`config.mk`:
```
export PLATFORM = sky130hd
export DESIGN_NAME = hazard_decoder_flat
export DESIGN_NICKNAME = d
export VERILOG_FILES = /design/src/rtl/hazard_decoder_if.sv /design/src/rtl/hazard_decoder.sv /design/src/flat_wrapper.sv
export SDC_FILE = /design/constraint.sdc
export NUM_CORES = 1
export LEC_CHECK = 0
export ABC_AREA = 0
export BUFFER_PORTS_ARGS = -buffer_cell sky130_fd_sc_hd__buf_2
export CAP_MARGIN = 20
export CORE_ASPECT_RATIO = 0.8
export CORE_UTILIZATION = 50
export DETAILED_ROUTE_END_ITERATION = 12
export GPL_ROUTABILITY_DRIVEN = 0
export GPL_TIMING_DRIVEN = 0
export PLACE_DENSITY = 0.74
export SYNTH_ARGS = -nofsm -noshare
export SYNTH_HDL_FRONTEND = slang
export SYNTH_SLANG_ARGS = --single-unit
```
`constraint.sdc`:
```
create_clock -name Clock -period 1.9 [get_ports Clock]
set_input_delay 0.095 -clock Clock [delete_from_list [all_inputs] [get_ports Clock]]
set_output_delay 0.095 -clock Clock [all_outputs]
set_load 0.05 [all_outputs]
```
`src/rtl/hazard_decoder_if.sv`:
```
// Observer-side view of the hazard-light bus: sampled pattern and strobe in,
// recovered mode, lock and error status out.
interface hazard_decoder_if;
    logic       tick;
    logic [2:0] lights;
    logic [1:0] mode;
    logic       locked;
    logic       err;

    modport master (
        output tick,
        output lights,
        input  mode,
        input  locked,
        input  err
    );

    modport slave (
        input  tick,
        input  lights,
        output mode,
        output locked,
        output err
    );
endinterface

```
`src/rtl/hazard_decoder.sv`:
```
// Classifies transitions between consecutive hazard-light patterns and locks
// onto the display mode once LOCK_COUNT same-class transitions are seen in a row.
module hazard_decoder #(
    parameter int LOCK_COUNT = 3
) (
    input  logic          Clock,
    input  logic          Reset,
    hazard_decoder_if.slave bus
);

    localparam logic [3:0] LOCK_CNT = 4'(LOCK_COUNT);

    typedef enum logic [1:0] {
        IDLE,
        TRACK,
        LOCK
    } state_t;

    // The three directional classes share their encoding with the mode output.
    typedef enum logic [2:0] {
        TR_CALM   = 3'd0,
        TR_R2L    = 3'd1,
        TR_L2R    = 3'd2,
        TR_SWITCH = 3'd3,
        TR_HOLD   = 3'd4,
        TR_ERR    = 3'd5
    } trans_t;

    state_t     state_q, state_d;
    logic [2:0] prev_q, prev_d;
    logic       prev_valid_q, prev_valid_d;
    logic [1:0] cls_q, cls_d;
    logic [3:0] cnt_q, cnt_d;
    logic [1:0] mode_q, mode_d;
    logic       locked_q, locked_d;
    logic       err_q, err_d;

    trans_t     trans;
    logic [1:0] trans_cls;
    logic       cur_legal;
    logic [3:0] cnt_inc;

    function automatic logic is_legal(input logic [2:0] p);
        return (p == 3'b101) || (p == 3'b010) || (p == 3'b100) || (p == 3'b001);
    endfunction

    always_comb begin
        cur_legal = is_legal(bus.lights);
        if (!prev_valid_q || !cur_legal) begin
            trans = TR_ERR;
        end else if (bus.lights == prev_q) begin
            trans = TR_HOLD;
        end else begin
            unique case ({prev_q, bus.lights})
                6'b101_010, 6'b010_101:             trans = TR_CALM;
                6'b001_010, 6'b010_100, 6'b100_001: trans = TR_R2L;
                6'b100_010, 6'b010_001, 6'b001_100: trans = TR_L2R;
                default:                            trans = TR_SWITCH;
            endcase
        end
    end

    assign trans_cls = trans[1:0];

    always_comb begin
        state_d      = state_q;
        prev_d       = prev_q;
        prev_valid_d = prev_valid_q;
        cls_d        = cls_q;
        cnt_d        = cnt_q;
        err_d        = 1'b0;
        cnt_inc      = (cnt_q >= LOCK_CNT) ? cnt_q : cnt_q + 4'd1;

        if (bus.tick) begin
            prev_d       = bus.lights;
            prev_valid_d = cur_legal;

            if (state_q == IDLE) begin
                if (cur_legal) begin
                    state_d = TRACK;
                    cnt_d   = 4'd0;
                end else begin
                    err_d = 1'b1;
                end
            end else begin
                case (trans)
                    TR_CALM, TR_R2L, TR_L2R: begin
                        if (trans_cls == cls_q) begin
                            cnt_d = cnt_inc;
                            if (cnt_inc >= LOCK_CNT) begin
                                state_d = LOCK;
                            end
                        end else begin
                            cls_d   = trans_cls;
                            cnt_d   = 4'd1;
                            state_d = (LOCK_CNT == 4'd1) ? LOCK : TRACK;
                        end
                    end
                    TR_HOLD: begin
                    end
                    TR_SWITCH: begin
                        cnt_d   = 4'd0;
                        state_d = TRACK;
                    end
                    default: begin
                        err_d   = 1'b1;
                        cnt_d   = 4'd0;
                        state_d = cur_legal ? TRACK : IDLE;
                    end
                endcase
            end
        end

        locked_d = (state_d == LOCK);
        mode_d   = (state_d == LOCK) ? cls_d : 2'b11;
    end

    always_ff @(posedge Clock or negedge Reset) begin
        if (!Reset) begin
            state_q      <= IDLE;
            prev_q       <= 3'b000;
            prev_valid_q <= 1'b0;
            cls_q        <= 2'b00;
            cnt_q        <= 4'd0;
            mode_q       <= 2'b11;
            locked_q     <= 1'b0;
            err_q        <= 1'b0;
        end else begin
            state_q      <= state_d;
            prev_q       <= prev_d;
            prev_valid_q <= prev_valid_d;
            cls_q        <= cls_d;
            cnt_q        <= cnt_d;
            mode_q       <= mode_d;
            locked_q     <= locked_d;
            err_q        <= err_d;
        end
    end

    assign bus.mode   = mode_q;
    assign bus.locked = locked_q;
    assign bus.err    = err_q;

endmodule

```
`src/flat_wrapper.sv`:
```
// flat-port wrapper written by rule: the top's interface ports become plain ports
module hazard_decoder_flat 
#(
    parameter int LOCK_COUNT = 3
)
  (Clock, Reset, bus_tick, bus_lights, bus_mode, bus_locked, bus_err);
  hazard_decoder_if bus_i ();
  input  logic Clock;
  input  logic Reset;
  input wire logic [$bits(bus_i.tick)-1:0] bus_tick;
  input wire logic [$bits(bus_i.lights)-1:0] bus_lights;
  output wire logic [$bits(bus_i.mode)-1:0] bus_mode;
  output wire logic [$bits(bus_i.locked)-1:0] bus_locked;
  output wire logic [$bits(bus_i.err)-1:0] bus_err;
  assign bus_i.tick = bus_tick;
  assign bus_i.lights = bus_lights;
  assign bus_mode = bus_i.mode;
  assign bus_locked = bus_i.locked;
  assign bus_err = bus_i.err;
  hazard_decoder #(.LOCK_COUNT(LOCK_COUNT)) u_core (.Clock(Clock), .Reset(Reset), .bus(bus_i));
endmodule
```
==> qor.csv <==
metric,value,unit
status,finished with violations,
failing checks,negative setup slack,
CP Capture Type,flip-flop,
WL/cell,18.83,um
Fin Setup TNS,-0.8409,ns
R2R cell count,8,
RSZ-0062 raised after global routing,yes,
Post-synth ARST share,1.000,
# diodes,0,
All-Layer GR Usage,0.2920,
Worst-path clk slew,0.10,ns
Switch Pwr,377.6,uW
core footprint,0.001962,sq mm
Power per Cell Area,764.3,mW/mm^2
cts bufs inserted,3,
Final Hold Viols,0,
Tmin final,2.058,ns
Seq pwr share,0.394,
largest net degree at the start of global routing,17,
FMAX,486.0,MHz
max_slew headroom,0.6429,
Synth Instances,111,
Boundary Pins,10,
Leak Pwr,0.6196,nW
grt ovf,0,
Min-Delay Path Class,input port to asynchronous set/reset pin,
Clock Skews,0.01473,ns
"most common cell after layout, fill and taps aside",dfrtp_1,
met2 Usage GRT,0.4395,
met3 usage,0.09123,
busiest grt layer,met2,
drt drc,0,
sequential area share after synthesis,0.3718,
Yosys cell types,44,
"critical path fanouts, max",5,
RR Startpoint,u_core.prev_q[0],
layout cells sized above 1,0.4599,
num rows,14,
global-route wire length before repair,4836,um
vias in the first global route,1015,
worst endpoint required time,2.09,ns
Setup WS pre-CTS,-0.2297,ns
Critical Path Sink,u_core.bus.locked,
R2R Path End,u_core.bus.locked,
vias,1071,
Synthesis Warnings,0,
measured slew at the worst slew-check pin,0.5357,ns
period utilization,1.083,
final WL,3032,um
Final setup violation count,10,
latest clock arrival within the worst-skew pair,0.30,ns
CTS tree,done,
switching share of total power,0.3470,
Cell Int Power,710.7,uW
area grow syn2layout,31.41,%
Clock Root Buffer,clkbuf_4,
initial drt markers,66,
clock buffer depth,2,
"FF+latch count, synth",16,
Max Cap Viol,0,
Clk pwr share,0.213,
die width,54.05,um
CTS Sinks,16,
VDD IR max,0.5563,mV
GRT met1 Usage,0.4040,
"EDFF count, synth",0,
type of origin of the critical path,flip-flop,
H-tree lvl count,1,
worst reg2reg setup slack,-0.16,ns
DRT Pass-1 Iters,4,
initial antenna violation count,0,
Mapped Avg Cell Area,9.762,sq um
Arrival @ worst endpoint,2.25,ns
Post-Syn Nets,118,
Crit. Startpoint,u_core.prev_q[0],
Synth Flop Type,dfrtp_1,
Worst Slack Setup Final,-0.1578,ns
combinational power share,0.393,
die area,0.002358,sq mm
ANT nets after route,0,
Port Buffers,8,
"commonest cells after routing, fill and taps aside","dfrtp_1 (12), buf_4 (11), buf_2 (9)",
total power,1.088,mW
final slew viol count,0,
vias per cell,6.652,
Synth Cell Area,0.001084,sq mm
initial core utilization,0.5523,
DP HPWL,1652,um
critical path type,flip-flop to flip-flop,
DIE HEIGHT,43.64,um
nets,145,
[sequential cells by signal (all words and copies together), names as in the netlist]
name / cells
u_core.prev_valid_q: 1
u_core.cnt_q: 4
u_core.prev_q: 3
u_core.bus.mode: 2
u_core.state_q: 2
u_core.bus.locked: 1
u_core.bus.err: 1
u_core.cls_q: 2
[per-stage QoR]
step,util,area [sq um],hold WS [ns],std cells
2_1_floorplan,-,1105,-0.2006,111
3_3_place_gp,0.5989,1175,0.02069,143
3_5_place_dp,0.5989,1175,0.02782,143
4_1_cts,0.7022,1378,0.2150,159
5_1_grt,0.7258,1424,0.2359,161
6_report,0.7258,1424,0.2135,161
[worst max-delay path: stages (launching register included)]
cell and delay (ns):
dfrtp_1 0.44, buf_6 0.16, and3b_1 0.22, a31oi_2 0.04, o31ai_2 0.30, xnor2_1 0.21, o22ai_4 0.14, a32o_2 0.29
and2b_1 0.16
[routing by layer]
metal,vias up,share of wire
met5,-,0
met4,0,0.011
met3,11,0.10
met2,68,0.47
met1,521,0.42
li1,471,-
[synth_stat cells (all sizes together) (2+ instances only)]
cell type	number	area (sq um)
nor2	9	33.78
nor2b	3	18.77
nand2	5	18.77
mux2	6	67.56
o31ai	2	25.02
dfrtp	14	350.3
xnor2	4	35.03
o21ai	6	30.03
nor4	4	25.02
nor3	2	10.01
and3	3	18.77
nand4	4	25.02
or3	3	23.77
nand2b	5	31.28
and2	3	18.77
a21oi	3	15.01
dfstp	2	52.55
nand3	6	35.03
buf	6	48.79
[power by group through the flow]
stage          sequential, mW  clock [mW]  combinational (mW)
5_1_grt                 0.435       0.253               0.455
3_5_place_dp            0.426           0               0.304
2_1_floorplan           0.424           0               0.240
3_3_place_gp            0.423           0               0.295
6_report                0.429       0.232               0.427
4_1_cts                 0.422       0.234               0.383
[worst min-delay path by stage]
stage	cells after the start	end
floorplan	0	u_core.bus.err
CTS	3	u_core.prev_q[2]
detailed placement	1	u_core.prev_valid_q
global route	3	u_core.prev_q[2]
finish	2	u_core.state_q[0]
global placement	1	u_core.bus.err
[area by class of cell]
| class | instances | area (sq um) |
|---|---|---|
| multi-input cells | 88 | 728.2 |
| fillers | 131 | 538.0 |
| clock buffers | 4 | 36.28 |
| plain buffers | 6 | 63.81 |
| well taps | 24 | 30.03 |
| repair buffers | 23 | 160.2 |
| flip-flops and latches | 16 | 405.4 |
[kinds of logic after synthesis]
family	Yosys count	share of synthesized area
AND/OR/NAND/NOR	53	0.2852
AO/OA/AOI/OAI	23	0.1790
flip-flops	16	0.3718
buffers and inverters	7	0.04849
multiplexers	7	0.07159
XOR/XNOR	4	0.03233
adder cells (fa/ha/maj)	1	0.01155
[timing repair]
action,CTS,global route
buffers inserted,11,2
endpoints found under the hold margin,14,0
gates resized for setup,20,8
cloned,1,0
pin swaps,6,6
hold buffers,1,0
endpoints found under the setup margin,11,11
No activity file was read; power rests on OpenSTA's default activity.
